## config.mk

```make
export PLATFORM = sky130hd
export DESIGN_NAME = basket_round_ctrl
export DESIGN_NICKNAME = d
export VERILOG_FILES = /design/src/rtl/basket_pkg.sv /design/src/rtl/sec_tick.sv /design/src/rtl/basket_round_ctrl.sv
export SDC_FILE = /design/constraint.sdc
export NUM_CORES = 1
export LEC_CHECK = 0
export BUFFER_PORTS_ARGS = -buffer_cell sky130_fd_sc_hd__buf_2
export CAP_MARGIN = 20
export CORE_AREA = 2 2 82 84
export CTS_BUF_LIST = sky130_fd_sc_hd__clkbuf_8 sky130_fd_sc_hd__clkbuf_16
export DETAILED_ROUTE_END_ITERATION = 12
export DIE_AREA = 0 0 84 86
export PLACE_DENSITY_LB_ADDON = 0.08
export REMOVE_ABC_BUFFERS = 1
export SYNTH_ARGS = -nofsm -noshare
export SYNTH_HDL_FRONTEND = slang
export SYNTH_SLANG_ARGS = --single-unit
```

## constraint.sdc

```tcl
create_clock -name clk -period 3.6 [get_ports clk]
set_input_delay 0.54 -clock clk [delete_from_list [all_inputs] [get_ports clk]]
set_output_delay 0.54 -clock clk [all_outputs]
set_load 0.1 [all_outputs]
```

## src/rtl/basket_pkg.sv

```systemverilog
// ---------------------------------------------------------------------------
// basket_pkg
//   Shared definitions for the basketball round controller:
//     - state_e          : FSM state encoding (IDLE=0, RUN=1, PAUSE=2, DONE=3)
//     - OFFSET_DEF       : default bias added to the remaining seconds on reg_C
//     - LED_BAR_MAX_SEC  : longest round the 8-LED bar can show
//     - sat_inc8         : 8-bit increment that sticks at 255
//     - floor_dec8       : 8-bit decrement that sticks at 0
// ---------------------------------------------------------------------------
package basket_pkg;

  typedef enum logic [1:0] {
    ST_IDLE  = 2'd0,
    ST_RUN   = 2'd1,
    ST_PAUSE = 2'd2,
    ST_DONE  = 2'd3
  } state_e;

  localparam int unsigned OFFSET_DEF      = 16;
  localparam int unsigned LED_BAR_MAX_SEC = 8;

  function automatic logic [7:0] sat_inc8(input logic [7:0] v);
    return (v == 8'hFF) ? v : v + 8'd1;
  endfunction

  function automatic logic [7:0] floor_dec8(input logic [7:0] v);
    return (v == 8'd0) ? v : v - 8'd1;
  endfunction

endpackage

```

## src/rtl/sec_tick.sv

```systemverilog
// ---------------------------------------------------------------------------
// sec_tick
//   Prescaler that counts 0..TICK_DIV-1 while enabled and wraps; the cycle in
//   which it sits on the last count (and is enabled) raises tick for exactly
//   one cycle. With en low the count is frozen; clr forces the count to 0.
//
//   Ports:
//     clk   in  1  system clock, rising edge
//     rst   in  1  synchronous active-high reset (count -> 0)
//     en    in  1  advance the count this cycle
//     clr   in  1  clear the count (overrides en)
//     tick  out 1  one-cycle pulse on each wrap
// ---------------------------------------------------------------------------
module sec_tick #(
  parameter int unsigned TICK_DIV = 50_000_000
) (
  input  logic clk,
  input  logic rst,
  input  logic en,
  input  logic clr,
  output logic tick
);

  localparam int unsigned CW = $clog2(TICK_DIV);
  localparam logic [CW-1:0] LAST = CW'(TICK_DIV - 1);

  logic [CW-1:0] cnt_q;
  logic [CW-1:0] cnt_d;
  logic          wrap;

  assign wrap = (cnt_q == LAST);

  // A clear in the same cycle as a wrap suppresses the tick: the owner is
  // restarting the timebase, so the stale second must not be reported.
  assign tick = en && wrap && !clr;

  always_comb begin
    cnt_d = cnt_q;
    if (clr) begin
      cnt_d = '0;
    end else if (en) begin
      cnt_d = wrap ? '0 : cnt_q + 1'b1;
    end
  end

  always_ff @(posedge clk) begin
    if (rst) begin
      cnt_q <= '0;
    end else begin
      cnt_q <= cnt_d;
    end
  end

endmodule

```

## src/rtl/basket_round_ctrl.sv

```systemverilog
// ---------------------------------------------------------------------------
// basket_round_ctrl
//   Round timer and score keeper for a basketball arcade game. A start pulse
//   loads ROUND_SEC seconds and runs the clock down one second per prescaler
//   tick; pause toggles RUN/PAUSE; shots score only while running. When the
//   last second expires the FSM enters DONE and buzzer pulses for one cycle.
//
//   Ports:
//     clk     in  1  system clock, rising edge
//     rst     in  1  synchronous active-high reset, overrides all inputs
//     start   in  1  pulse: (re)start a round from any state
//     pause   in  1  pulse: toggle RUN <-> PAUSE
//     shot    in  1  pulse: basket scored (debounced upstream)
//     reg_C   out 8  OFFSET + remaining seconds, registered
//     score   out 8  baskets in the current round, saturates at 255
//     state   out 2  FSM state (IDLE=0, RUN=1, PAUSE=2, DONE=3)
//     buzzer  out 1  one-cycle pulse when the round expires
// ---------------------------------------------------------------------------
module basket_round_ctrl
  import basket_pkg::*;
#(
  parameter int unsigned TICK_DIV  = 50_000_000,
  parameter int unsigned ROUND_SEC = LED_BAR_MAX_SEC,
  parameter int unsigned OFFSET    = OFFSET_DEF
) (
  input  logic       clk,
  input  logic       rst,
  input  logic       start,
  input  logic       pause,
  input  logic       shot,
  output logic [7:0] reg_C,
  output logic [7:0] score,
  output logic [1:0] state,
  output logic       buzzer
);

  localparam logic [7:0] ROUND_LD = 8'(ROUND_SEC);
  localparam logic [7:0] OFFS     = 8'(OFFSET);

  state_e     state_q;
  logic [7:0] remaining_q;
  logic [7:0] reg_c_q;
  logic [7:0] score_q;
  logic       buzzer_q;

  logic [7:0] score_d;
  logic [7:0] remaining_d;
  logic       tick;
  logic       tick_en;
  logic       tick_clr;
  logic       final_tick;

  // Prescaler only advances while running; it is parked at 0 outside a
  // round and restarted by every start so each round gets full seconds.
  assign tick_en  = (state_q == ST_RUN);
  assign tick_clr = start || (state_q == ST_IDLE) || (state_q == ST_DONE);

  sec_tick #(
    .TICK_DIV (TICK_DIV)
  ) u_sec_tick (
    .clk  (clk),
    .rst  (rst),
    .en   (tick_en),
    .clr  (tick_clr),
    .tick (tick)
  );

  assign score_d     = sat_inc8(score_q);
  assign remaining_d = floor_dec8(remaining_q);

  // <= 1 rather than == 1 so a zero count can never be decremented past 0.
  assign final_tick  = tick && (remaining_q <= 8'd1);

  always_ff @(posedge clk) begin
    buzzer_q <= 1'b0;
    if (rst) begin
      state_q     <= ST_IDLE;
      remaining_q <= 8'd0;
      reg_c_q     <= OFFS;
      score_q     <= 8'd0;
    end else if (start) begin
      state_q     <= ST_RUN;
      remaining_q <= ROUND_LD;
      reg_c_q     <= OFFS + ROUND_LD;
      score_q     <= 8'd0;
    end else begin
      case (state_q)
        ST_RUN: begin
          // Shots are counted even on the expiring tick.
          if (shot) begin
            score_q <= score_d;
          end
          if (final_tick) begin
            // Expiry beats a coincident pause.
            state_q     <= ST_DONE;
            remaining_q <= 8'd0;
            reg_c_q     <= OFFS;
            buzzer_q    <= 1'b1;
          end else begin
            if (tick) begin
              remaining_q <= remaining_d;
              reg_c_q     <= OFFS + remaining_d;
            end
            // A pause on an ordinary tick still takes that second off.
            if (pause) begin
              state_q <= ST_PAUSE;
            end
          end
        end
        ST_PAUSE: begin
          if (pause) begin
            state_q <= ST_RUN;
          end
        end
        default: begin
          // IDLE and DONE hold everything until start or rst.
        end
      endcase
    end
  end

  assign reg_C  = reg_c_q;
  assign score  = score_q;
  assign state  = state_q;
  assign buzzer = buzzer_q;

endmodule

```

==> out/metrics.csv, run 1 <==
stage,metric,value,unit
die,core area,6280,um2
die,number of top-level pins,24,
power_and_ir_drop,Clk network pwr share,0.432,
power_and_ir_drop,switching power,243,uW
route,WL/cell,12.9,um
route,remaining antenna violation count,0,
synthesis,ys flop type,dfxtp_1,
critical_path,CP Capture Type,flip-flop,
die,Initial Utilization,0.396,
global_route,largest net degree at the start of global routing,26,
critical_path,CP Launch Type,flip-flop,
route,Initial DRC Count,98,
synthesis,synthesis warning total,0,
status,status,"finished, final reports clean",
sta,final setup fails,0,
clock_tree,post_cts resized,0,
clock_tree,CTS H-tree lvls,2,
sta,fin crit period,2.15,ns
layout,Util after Layout,0.441,
synthesis,largest cells by area after synthesis,"dfxtp_1 39%, xnor2_1 9.5%, nor2_1 7.0%, nand2_1 4.4%, a21oi_1 3.8%",
global_route,GRT Residual Overflow,0,
clock_tree,clk_lat worst skew,0.31,ns
route,Vias/cell,5.09,
sta,unrepaired setup endpoints after global routing,false,
critical_path,crit path max-delay cell type,nor4_2,
clock_tree,Clock Sinks,49,
clock_tree,Setup Buffers After CTS,0,
power_and_ir_drop,Reg power frac,0.508,
job,Max Cap Viol,0,
clock_tree,Hold Buf Count CTS,0,
clock_tree,Clock Pin Slew Worst Setup and Hold Paths,0.10,ns
die,Die W,84,um
sta,Worst Skew,0.0131,ns
sta,setup_tns,0,ns
layout,fin nets,329,
synthesis,top cell type's share of synthesized area,0.395,
synthesis,syn_area_per_cell,8.28,um2
die,row cnt,29,
global_route,initial antenna violation count,0,
global_route,first-pass GRT wire length,9080,um
critical_path,crit-path max FO,9,
critical_path,Max stage delay on crit path,0.67,ns
sta,Worst-Margin Slew,0.782,ns
power_and_ir_drop,Pleak,0.916,nW
synthesis,"area leader, netlist",dfxtp_1,
synthesis,Seq cells post-synth,49,
sta,"Hold Violations, Final",0,
route,total number of vias,2021,
power_and_ir_drop,Pwr per Cell Area,390,nW/um2
critical_path,CP Class,flip-flop to flip-flop,
sta,Final Cycle Share,0.598,
critical_path,Required @ worst endpoint,3.83,ns
layout,area delta synth->final,11.6,%
power_and_ir_drop,VDD IR max,0.000206,V
sta,Slew headroom,0.474,
layout,antenna fix cells,0,
power_and_ir_drop,Internal,838,uW
place,IO buf count,23,
synthesis,async set-reset flop share out of synthesis,0,
place,routability cong.,0.752,
hold_path,Hold Crit Class,flip-flop to flip-flop,
synthesis,post-synthesis cell count,300,
die,DIE HEIGHT,86,um
clock_tree,TritonCTS clock tree,yes,
critical_path,CP Cell Sequence,"ha_1, and4b_1, nand2_2, nor4_2, nand3_1, o31ai_1",
clock_tree,Bufs on Longest Clock Path,2,
power_and_ir_drop,switch share,0.224,
power_and_ir_drop,Comb power frac,0.060,
sta,FMAX,464,MHz
place,post-DP HPWL,3680,um
route,Post-Route WL,5140,um
critical_path,Arrival @ worst endpoint,2.38,ns
global_route,Tot GR Track Use,0.153,
layout,share of cells above drive strength 1,0.134,
synthesis,sequential share of the synthesized area,0.395,
critical_path,Crit path max-delay family,simple AND/OR/NAND/NOR gates,
die,die area,7220,um2
synthesis,post-synthesis cell area,2480,um2
route,first-pass detailed-route iteration total,4,
clock_tree,cts bufs inserted,5,
clock_tree,clock root cell,clkbuf_8,
critical_path,worst path bufs/invs,0,
synthesis,synth unique cells,44,
global_route,number of global-route vias before repair,1909,
synthesis,number of flops mapped to enable cells by yosys,0,
route,# DRC,0,
sta,max-slew violation count,0,
critical_path,r2r setup slk,1.45,ns
## cell usage in the layout (no fill, tap or decap), types with 2 or more instances in the layout
cell,Yosys,final
nor2b_1,3,3
buf_2,4,23
nor2_1,46,46
mux2i_1,2,2
mux2_2,2,2
inv_1,13,13
nand3_1,18,18
or3_1,3,3
nand4_1,6,6
or4_4,2,2
bufinv_16,0,2
a21oi_1,19,19
xnor2_1,27,27
nor3_1,15,15
o211ai_1,2,2
o21ai_0,7,7
and4_1,4,4
nor4_2,2,2
nand2_1,29,29
ha_1,5,5
nand2b_1,3,3
and4b_1,3,3
dfxtp_1,49,49
nor4_4,2,2
xor2_1,6,6
nor4_1,4,4
clkbuf_8,0,5
## routing by layer
metal / wire, um / track usage / up-vias
met2: 2240 / 0.244 / 25
met3: 152 / 0.0327 / 6
met1: 2690 / 0.210 / 925
met4: 59 / 0.0440 / 0
met5: 0 / 0 / -
li1: - / - / 1065
## power groups by stage
stage	Combinational (mW)	Sequential [mW]	Clock (mW)
3_3_place_gp	0.0656	0.562	0
2_1_floorplan	0.0317	0.578	0
4_1_cts	0.0654	0.549	0.477
6_report	0.0648	0.549	0.467
5_1_grt	0.0712	0.550	0.497
3_5_place_dp	0.0651	0.562	0
## sequential cells by signal, indices dropped and copies added, names as in the netlist
name              flops
u_sec_tick.cnt_q     26
remaining_q           8
score                 8
reg_C                 4
state                 2
buzzer                1
## kinds of logic (layout without fill, tap and decap cells)
family | after synthesis | count (layout) | synth area share
AOI/OAI and AO/OA | 38 | 38 | 0.0912
muxes | 4 | 4 | 0.0171
buffers and inverters | 25 | 45 | 0.0458
DFF | 49 | 49 | 0.395
adders and majority gates | 5 | 5 | 0.0252
and+or+nand+nor | 146 | 146 | 0.309
xor gates and xnor gates | 33 | 33 | 0.116
## through the flow
| stage | cell area (um2) | worst slack (ns) | power [mW] | hold WS (ns) | std cells |
|---|---|---|---|---|---|
| finish | 2770 | 1.45 | 1.08 | 0.463 | 397 |
| global route | 2770 | 1.10 | 1.12 | 0.472 | 397 |
| CTS | 2770 | 1.41 | 1.09 | 0.457 | 397 |
| detailed placement | 2640 | 1.44 | 0.627 | 0.460 | 389 |
| global placement | 2640 | 1.53 | 0.627 | 0.451 | 389 |
| floorplan | 2420 | 1.09 | 0.610 | 0.449 | 288 |
## layout make-up
| class | count | area (um2) |
|---|---|---|
| Sequential cell | 49 | 981 |
| Tap cell | 77 | 96.3 |
| Clock inverter | 3 | 65.1 |
| Inverter | 13 | 48.8 |
| Multi-Input combinational cell | 226 | 1390 |
| Fill cell | 665 | 3510 |
| Clock buffer | 5 | 68.8 |
| Timing Repair Buffer | 24 | 123 |
## synthesized netlist by cell type (all sizes together), types with 3 or more instances
cell	instances
a21oi	19
and4	4
and4b	3
buf	10
dfxtp	49
ha	5
inv	13
nand2	30
nand2b	3
nand3	18
nand4	6
nor2	46
nor2b	3
nor3	15
nor4	8
o21ai	8
or3	3
xnor2	27
xor2	6
## path summary, 6_finish.rpt
| check | startpoint | end | cells after the start |
|---|---|---|---|
| max | u_sec_tick.cnt_q[0]$_SDFFE_PP0N_ | reg_C[7]$_SDFFE_PP0P_ | 6 |
| max reg2reg | u_sec_tick.cnt_q[0]$_SDFFE_PP0N_ | reg_C[7]$_SDFFE_PP0P_ | 6 |
| min | reg_C[5]$_SDFFE_PP0P_ | reg_C[5]$_SDFFE_PP0P_ | 2 |
| min reg2reg | reg_C[5]$_SDFFE_PP0P_ | reg_C[5]$_SDFFE_PP0P_ | 2 |
## worst reg2reg max path, stage by stage (launching register included)
cell	delay (ns)
dfxtp_1	0.38
ha_1	0.24
and4b_1	0.27
nand2_2	0.10
nor4_2	0.67
nand3_1	0.19
o31ai_1	0.22
No activity file was read; power rests on OpenSTA's default activity.
==> run 2, diff against run 1 <==
- clock period: 3.6 -> 2 ns (I/O delays scaled with it)
==> out/metrics.csv, run 2 (same netlist as run 1, synthesis figures left out) <==
stage,metric,value,unit,change
hold_path,min-delay src,rst,,was reg_C[5]$_SDFFE_PP0P_
sta,Worst-Margin Slew,0.513,ns,was 0.782 ns
clock_tree,TritonCTS clock tree,yes,,unchanged
power_and_ir_drop,VDD IR max,0.000540,V,was 0.000206 V
clock_tree,CTS H-tree lvls,2,,unchanged
clock_tree,clock root cell,clkbuf_8,,unchanged
critical_path,crit-path max FO,6,,was 9
clock_tree,cts bufs inserted,5,,unchanged
die,row cnt,29,,unchanged
layout,fin cells,426,,was 397
die,die area,7220,um2,unchanged
sta,Final Cycle Share,0.963,,was 0.598
sta,unrepaired setup endpoints after global routing,true,,was false
critical_path,CP Cell Sequence,"ha_1, and4b_1, nand2_2, or4_4, or3_1, a21oi_1",,"was ha_1, and4b_1, nand2_2, nor4_2, nand3_1, o31ai_1"
sta,Slew headroom,0.657,,was 0.474
critical_path,RR Startpoint,u_sec_tick.cnt_q[0]$_SDFFE_PP0N_,,unchanged
global_route,number of global-route vias before repair,2033,,was 1909
global_route,largest net degree at the start of global routing,26,,unchanged
layout,fin nets,358,,was 329
status,status,"finished, final reports clean",,unchanged
global_route,first-pass GRT wire length,9670,um,was 9080 um
layout,Util after Layout,0.483,,was 0.441
power_and_ir_drop,Pwr per Cell Area,649,nW/um2,was 390 nW/um2
place,IO buf count,23,,unchanged
critical_path,Crit path max-delay family,simple AND/OR/NAND/NOR gates,,unchanged
route,total number of vias,2165,,was 2021
layout,most frequent cells in the layout,"46 x nor2_1, 46 x dfxtp_1, 29 x nand2_1, 29 x buf_4, 27 x xnor2_1",,"was 49 x dfxtp_1, 46 x nor2_1, 29 x nand2_1"
critical_path,CP Capture Type,flip-flop,,unchanged
route,Post-Route WL,5640,um,was 5140 um
sta,Setup WS post-layout,0.0731,ns,was 1.45 ns
power_and_ir_drop,switching power,446,uW,was 243 uW
place,post-DP HPWL,4030,um,was 3680 um
critical_path,crit path max-delay cell type,or4_4,,was nor4_2
hold_path,Hold Crit Class,primary input to flip-flop,,was flip-flop to flip-flop
place,Post-Place Cells,416,,was 389
hold_path,WHS Endpoint,remaining_q[3]$_SDFFE_PP0P_,,was reg_C[5]$_SDFFE_PP0P_
sta,Worst Skew,0.00712,ns,was 0.0131 ns
critical_path,Max stage delay on crit path,0.53,ns,was 0.67 ns
global_route,Tot GR Track Use,0.164,,was 0.153
route,remaining antenna violation count,0,,unchanged
critical_path,Arrival @ worst endpoint,2.17,ns,was 2.38 ns
route,Vias/cell,5.08,,was 5.09
sta,final setup fails,0,,unchanged
layout,area delta synth->final,22.0,%,was 11.6%
critical_path,Reg-to-Reg End,remaining_q[1]$_SDFFE_PP0P_,,was reg_C[7]$_SDFFE_PP0P_
critical_path,worst path bufs/invs,0,,unchanged
layout,max reg flops,26,,unchanged
job,Max Cap Viol,0,,unchanged
global_route,initial antenna violation count,0,,unchanged
critical_path,Required @ worst endpoint,2.24,ns,was 3.83 ns
layout,antenna fix cells,0,,unchanged
power_and_ir_drop,Internal,1.52,mW,was 838 uW
layout,Largest Register,u_sec_tick.cnt_q,,unchanged
layout,share of cells above drive strength 1,0.223,,was 0.134
global_route,GRT Residual Overflow,0,,unchanged
power_and_ir_drop,switch share,0.227,,was 0.224
clock_tree,clk_lat worst skew,0.31,ns,about the same
sta,FMAX,519,MHz,was 464 MHz
critical_path,CP Class,flip-flop to flip-flop,,unchanged
critical_path,r2r setup slk,0.07,ns,was 1.45 ns
power_and_ir_drop,Comb power frac,0.069,,was 0.060
power_and_ir_drop,Pleak,1.08,nW,was 0.916 nW
critical_path,Worst path depth,6,,unchanged
die,Die W,84,um,unchanged
route,WL/cell,13.2,um,was 12.9 um
die,number of top-level pins,24,,unchanged
place,routability cong.,0.771,,was 0.752
die,core area,6280,um2,unchanged
clock_tree,Bufs on Longest Clock Path,2,,unchanged
route,first-pass detailed-route iteration total,4,,unchanged
sta,fin crit period,1.93,ns,was 2.15 ns
route,Initial DRC Count,99,,was 98
power_and_ir_drop,Clk network pwr share,0.430,,was 0.432
critical_path,CP Launch Type,flip-flop,,unchanged
route,# DRC,0,,unchanged
critical_path,depth of the worst register-to-register path,6,,unchanged
sta,max-slew violation count,0,,unchanged
sta,"Hold Violations, Final",0,,unchanged
clock_tree,Clock Pin Slew Worst Setup and Hold Paths,0.10,ns,about the same
clock_tree,Clock Sinks,49,,unchanged
die,DIE HEIGHT,86,um,unchanged
layout,fillers,659,,was 665
power_and_ir_drop,Reg power frac,0.501,,was 0.508
hold_path,hold depth,2,,unchanged
place,Place WS,-0.00532,ns,was 1.44 ns
die,Initial Utilization,0.396,,unchanged
## run 2: cell types whose count changed in the layout (fill, tap and decap cells not counted)
cell and delta:
nor4_1 -2, dfxtp_2 +3, o21ai_0 -1, nor3_1 -1, buf_4 +28, nor3b_2 -1, nor3b_4 +1, nor4_2 +2
o21ai_1 +1, nor3_2 +1, buf_12 +1, dfxtp_1 -3
## run 2: area by class of cell
class,instances,area (um2),area share
Multi-Input combinational cell,226,1410,0.466
Sequential cell,49,985,0.325
Timing Repair Buffer,53,353,0.116
Tap cell,77,96.3,0.0318
Clock buffer,5,68.8,0.0227
Clock inverter,3,65.1,0.0215
Inverter,13,48.8,0.0161
## run 2: metrics by stage
| stage | setup TNS, ns | hold WS [ns] | instance area (um2) | power [mW] |
|---|---|---|---|---|
| after floorplan | -18.50 | 0.369 | 2420 | 1.10 |
| final | 0 | 0.235 | 3030 | 1.97 |
| after CTS | 0 | 0.225 | 3000 | 2.00 |
| after detailed placement | -0.00755 | 0.453 | 2850 | 1.14 |
| after global routing | -0.0463 | 0.245 | 3030 | 2.05 |
| after global placement | 0 | 0.462 | 2850 | 1.14 |
## run 2: routing by layer
layer  part of all wire  GRT usage  wire length (um)
met3              0.028     0.0318               159
met1               0.50      0.227              2810
met2               0.47      0.265              2620
met4             0.0082     0.0440                46
met5                  0          0                 0
## run 2: power by group through the flow
stage               sequential [mW]  combinational, mW  clock (mW)
detailed placement             1.01              0.132           0
global placement               1.01              0.132           0
global route                  0.987              0.147       0.911
CTS                           0.986              0.134       0.876
floorplan                      1.04             0.0570           0
finish                        0.985              0.135       0.846
## run 2: timing repair
item                                    in CTS  in global routing
gates resized for setup                      2                  6
endpoints found under the setup margin       2                 32
hold buffers                                 0                  0
pin swaps                                    1                  1
setup buffers                                1                  1
## run 2: worst max-delay path by stage
| stage | from | endpoint | slack, ns |
|---|---|---|---|
| after floorplan | state[0]$_SDFFE_PP0P_ | remaining_q[1]$_SDFFE_PP0P_ | -0.51 |
| after global placement | remaining_q[0]$_SDFFE_PP0P_ | reg_C[6]$_SDFFE_PP0P_ | 0.04 |
| after detailed placement | remaining_q[0]$_SDFFE_PP0P_ | reg_C[6]$_SDFFE_PP0P_ | -0.005 |
| after CTS | u_sec_tick.cnt_q[1]$_SDFFE_PP0N_ | remaining_q[1]$_SDFFE_PP0P_ | 0.01 |
| after global routing | u_sec_tick.cnt_q[0]$_SDFFE_PP0N_ | remaining_q[1]$_SDFFE_PP0P_ | -0.05 |
| final | u_sec_tick.cnt_q[0]$_SDFFE_PP0N_ | remaining_q[1]$_SDFFE_PP0P_ | 0.07 |
==> run 3, diff against run 2 <==
- ABC_AREA: default -> 1
- CORE_AREA: 2 2 82 84 -> 2 2 87 89
- DIE_AREA: 0 0 84 86 -> 0 0 89 91
- GPL_ROUTABILITY_DRIVEN: default -> 0
- PLACE_DENSITY: default -> 0.52
- PLACE_DENSITY_LB_ADDON: 0.08 -> default
==> out/metrics.csv, run 3 <==
stage,metric,value,unit,change
clock_tree,post_cts resized,0,,was 2
place,IO buf count,23,,unchanged
sta,max-slew violation count,0,,unchanged
route,# DRC,0,,unchanged
global_route,first-pass GRT wire length,10900,um,was 9670 um
route,Post-Route WL,6170,um,was 5640 um
die,number of top-level pins,24,,unchanged
synthesis,post-synthesis cell count,407,,was 300
global_route,number of global-route vias before repair,2310,,was 2033
critical_path,CP startpoint,u_sec_tick.cnt_q[0]$_SDFFE_PP0N_,,unchanged
synthesis,async set-reset flop share out of synthesis,0,,unchanged
global_route,initial antenna violation count,0,,unchanged
synthesis,ys flop type,dfxtp_1,,unchanged
sta,unrepaired setup endpoints after global routing,false,,was true
sta,final setup fails,0,,unchanged
clock_tree,Bufs on Longest Clock Path,2,,unchanged
clock_tree,clk_lat worst skew,0.30,ns,was 0.31 ns
clock_tree,Clock Pin Slew Worst Setup and Hold Paths,0.09,ns,was 0.10 ns
place,cell area after placement,3010,um2,was 2850 um2
critical_path,Arrival @ worst endpoint,1.97,ns,was 2.17 ns
die,DIE HEIGHT,91,um,was 86 um
synthesis,Seq cells post-synth,49,,unchanged
route,Vias/cell,4.76,,was 5.08
sta,tightest hold margin,0.206,ns,was 0.235 ns
hold_path,Hold Crit Class,primary input to flip-flop,,unchanged
synthesis,synth cell count leaders,"100 x nand2_1, 55 x nor2_1, 50 x inv_1",,"was 49 x dfxtp_1, 46 x nor2_1, 29 x nand2_1"
synthesis,synthesis warning total,0,,unchanged
global_route,largest net degree at the start of global routing,16,,was 26
synthesis,sequential share of the synthesized area,0.351,,was 0.395
critical_path,RR Startpoint,u_sec_tick.cnt_q[0]$_SDFFE_PP0N_,,unchanged
sta,FMAX,563,MHz,was 519 MHz
die,core area,7140,um2,was 6280 um2
critical_path,Reg-to-Reg End,u_sec_tick.cnt_q[15]$_SDFFE_PP0N_,,was remaining_q[1]$_SDFFE_PP0P_
critical_path,crit path max-delay cell type,dfxtp_1,,was or4_4
global_route,GRT Residual Overflow,0,,unchanged
layout,antenna fix cells,0,,unchanged
layout,fin area,3100,um2,was 3030 um2
route,total number of vias,2536,,was 2165
synthesis,top cell type's share of synthesized area,0.351,,was 0.395
synthesis,"area leader, netlist",dfxtp_1,,unchanged
power_and_ir_drop,VDD IR max,0.000221,V,was 0.000540 V
layout,fillers,777,,was 659
sta,setup_tns,0,ns,unchanged
sta,Worst Skew,0.00880,ns,was 0.00712 ns
synthesis,most instantiated library cell after synthesis,nand2_1,,was dfxtp_1
critical_path,CP Launch Type,flip-flop,,unchanged
die,Initial Utilization,0.392,,was 0.396
critical_path,Crit path max-delay family,simple AND/OR/NAND/NOR gates,,unchanged
synthesis,post-synthesis cell area,2800,um2,was 2480 um2
layout,"most common cell after layout, fill and taps aside",nand2_1,,
layout,fin nets,444,,was 358
clock_tree,Clock Sinks,49,,unchanged
synthesis,largest cells by area after synthesis,"dfxtp_1 35%, nand2_1 13%, nor2_1 7.4%, inv_1 6.7%, a21oi_1 4.5%",,"was dfxtp_1 39%, xnor2_1 9.5%, nor2_1 7.0%, nand2_1 4.4%, a21oi_1 3.8%"
clock_tree,TritonCTS clock tree,yes,,unchanged
route,first-pass detailed-route iteration total,4,,unchanged
die,row cnt,31,,was 29
sta,Final Cycle Share,0.888,,was 0.963
critical_path,CP Cell Sequence,"ha_1, nand2_1, nor2_1, nand2_1, nor2_4, nand3_2, nand2_2, inv_2, o21ai_0, a21oi_1",,"was ha_1, and4b_1, nand2_2, or4_4, or3_1, a21oi_1"
route,remaining antenna violation count,0,,unchanged
clock_tree,Hold Buf Count CTS,0,,unchanged
critical_path,cell mode on critical path,nand2_1,,
sta,Slew headroom,0.668,,was 0.657
synthesis,syn_area_per_cell,6.87,um2,was 8.28 um2
layout,most frequent cells in the layout,"100 x nand2_1, 55 x nor2_1, 51 x inv_1",,"was 46 x nor2_1, 46 x dfxtp_1, 29 x nand2_1, 29 x buf_4, 27 x xnor2_1"
clock_tree,clock root cell,clkbuf_8,,unchanged
power_and_ir_drop,Pleak,1.24,nW,was 1.08 nW
critical_path,CP Class,flip-flop to flip-flop,,unchanged
die,die area,8100,um2,was 7220 um2
sta,fin crit period,1.78,ns,was 1.93 ns
critical_path,Max stage delay on crit path,0.38,ns,was 0.53 ns
layout,area delta synth->final,10.8,%,was 22.0%
critical_path,Required @ worst endpoint,2.19,ns,was 2.24 ns
critical_path,worst path bufs/invs,1,,was 0
clock_tree,Setup Buffers After CTS,0,,was 1
layout,max reg flops,26,,unchanged
clock_tree,cts bufs inserted,5,,unchanged
route,Initial DRC Count,95,,was 99
route,WL/cell,11.6,um,was 13.2 um
critical_path,Worst Setup EP,u_sec_tick.cnt_q[15]$_SDFFE_PP0N_,,was remaining_q[1]$_SDFFE_PP0P_
sta,"Hold Violations, Final",0,,unchanged
critical_path,r2r setup slk,0.22,ns,was 0.07 ns
layout,Largest Register,u_sec_tick.cnt_q,,unchanged
critical_path,CP Capture Type,flip-flop,,unchanged
job,Max Cap Viol,0,,unchanged
status,status,"finished, final reports clean",,unchanged
critical_path,depth of the worst register-to-register path,10,,was 6
critical_path,crit-path max FO,10,,was 6
sta,Worst-Margin Slew,0.501,ns,was 0.513 ns
critical_path,Worst path depth,10,,was 6
die,Die W,89,um,was 84 um
layout,share of cells above drive strength 1,0.161,,was 0.223
synthesis,number of flops mapped to enable cells by yosys,0,,unchanged
synthesis,synth unique cells,36,,was 44
global_route,Tot GR Track Use,0.166,,was 0.164
power_and_ir_drop,Pwr per Cell Area,555,nW/um2,was 649 nW/um2
place,post-DP HPWL,4740,um,was 4030 um
clock_tree,CTS H-tree lvls,2,,unchanged
[run 3: changes by cell type after synthesis, sizes merged, moves of 4 or more]
| cell | previous run | this run |
|---|---|---|
| nand3 | 18 | 25 |
| nor2 | 46 | 67 |
| nor4 | 8 | 0 |
| o21ai | 8 | 13 |
| buf | 10 | 6 |
| nand2 | 30 | 105 |
| xor2 | 6 | 10 |
| and4 | 4 | 0 |
| inv | 13 | 60 |
| xnor2 | 27 | 2 |
| a21oi | 19 | 26 |
[run 3: worst min path at each step]
stage | start | endpoint | slack, ns | depth (start not counted)
after global routing | rst | remaining_q[3]$_SDFFE_PP0P_ | 0.21 | 2
final | rst | remaining_q[3]$_SDFFE_PP0P_ | 0.21 | 2
after CTS | rst | remaining_q[3]$_SDFFE_PP0P_ | 0.20 | 2
after global placement | reg_C[7]$_SDFFE_PP0P_ | reg_C[7]$_SDFFE_PP0P_ | 0.45 | 2
after detailed placement | reg_C[7]$_SDFFE_PP0P_ | reg_C[7]$_SDFFE_PP0P_ | 0.46 | 2
after floorplan | rst | remaining_q[3]$_SDFFE_PP0P_ | 0.37 | 1
[run 3: power by group]
| part | total (mW) | internal, mW | leakage (nW) | switching [mW] |
|---|---|---|---|---|
| Combinational | 0.142 | 0.0347 | 0.795 | 0.107 |
| Sequential | 0.986 | 0.980 | 0.395 | 0.00680 |
| Clock | 0.591 | 0.270 | 0.0485 | 0.321 |
| Total | 1.72 | 1.28 | 1.24 | 0.435 |
[run 3: layout make-up]
class                   count  area (um2)  area share
clock inverters             1        3.75     0.00121
repair buffers             27         145      0.0468
multi-input cells         291        1530       0.495
flip-flops and latches     49         981       0.317
clock buffers               6        82.6      0.0267
inverters                  60         228      0.0735
well taps                  99         124      0.0400
[run 3: cells by family (layout without fill, tap and decap cells)]
logic type | count (synthesis) | after routing | share of synthesized area
flip-flops | 49 | 49 | 0.351
buffers and inverters | 67 | 94 | 0.100
AND/OR/NAND/NOR | 225 | 225 | 0.389
XOR/XNOR | 12 | 12 | 0.0376
adder cells (fa/ha/maj) | 5 | 5 | 0.0224
AO/OA/AOI/OAI | 49 | 49 | 0.0998
[run 3: per-layer routing]
layer / GRT usage / share of wire
met2: 0.239 / 0.42
met1: 0.252 / 0.53
met4: 0.0460 / 0.012
met3: 0.0273 / 0.032
met5: 0 / 0
[run 3: worst reg2reg max path: cells and delay by family, from the launching register on]
kind | cells | cell delay, ns
AND/OR/NAND/NOR | 6 | 0.75
AO/OA/AOI/OAI | 2 | 0.19
flip-flops | 1 | 0.38
adder cells (fa/ha/maj) | 1 | 0.20
buffers and inverters | 1 | 0.14
[run 3: metrics by stage]
stage | util | power (mW) | cells | worst slack [ns]
floorplan | - | 1.11 | 400 | -0.249
global placement | 0.422 | 1.15 | 526 | 0.257
detailed placement | 0.422 | 1.15 | 526 | 0.222
CTS | 0.434 | 1.74 | 533 | 0.204
global route | 0.434 | 1.79 | 533 | 0.0618
finish | 0.434 | 1.72 | 533 | 0.224
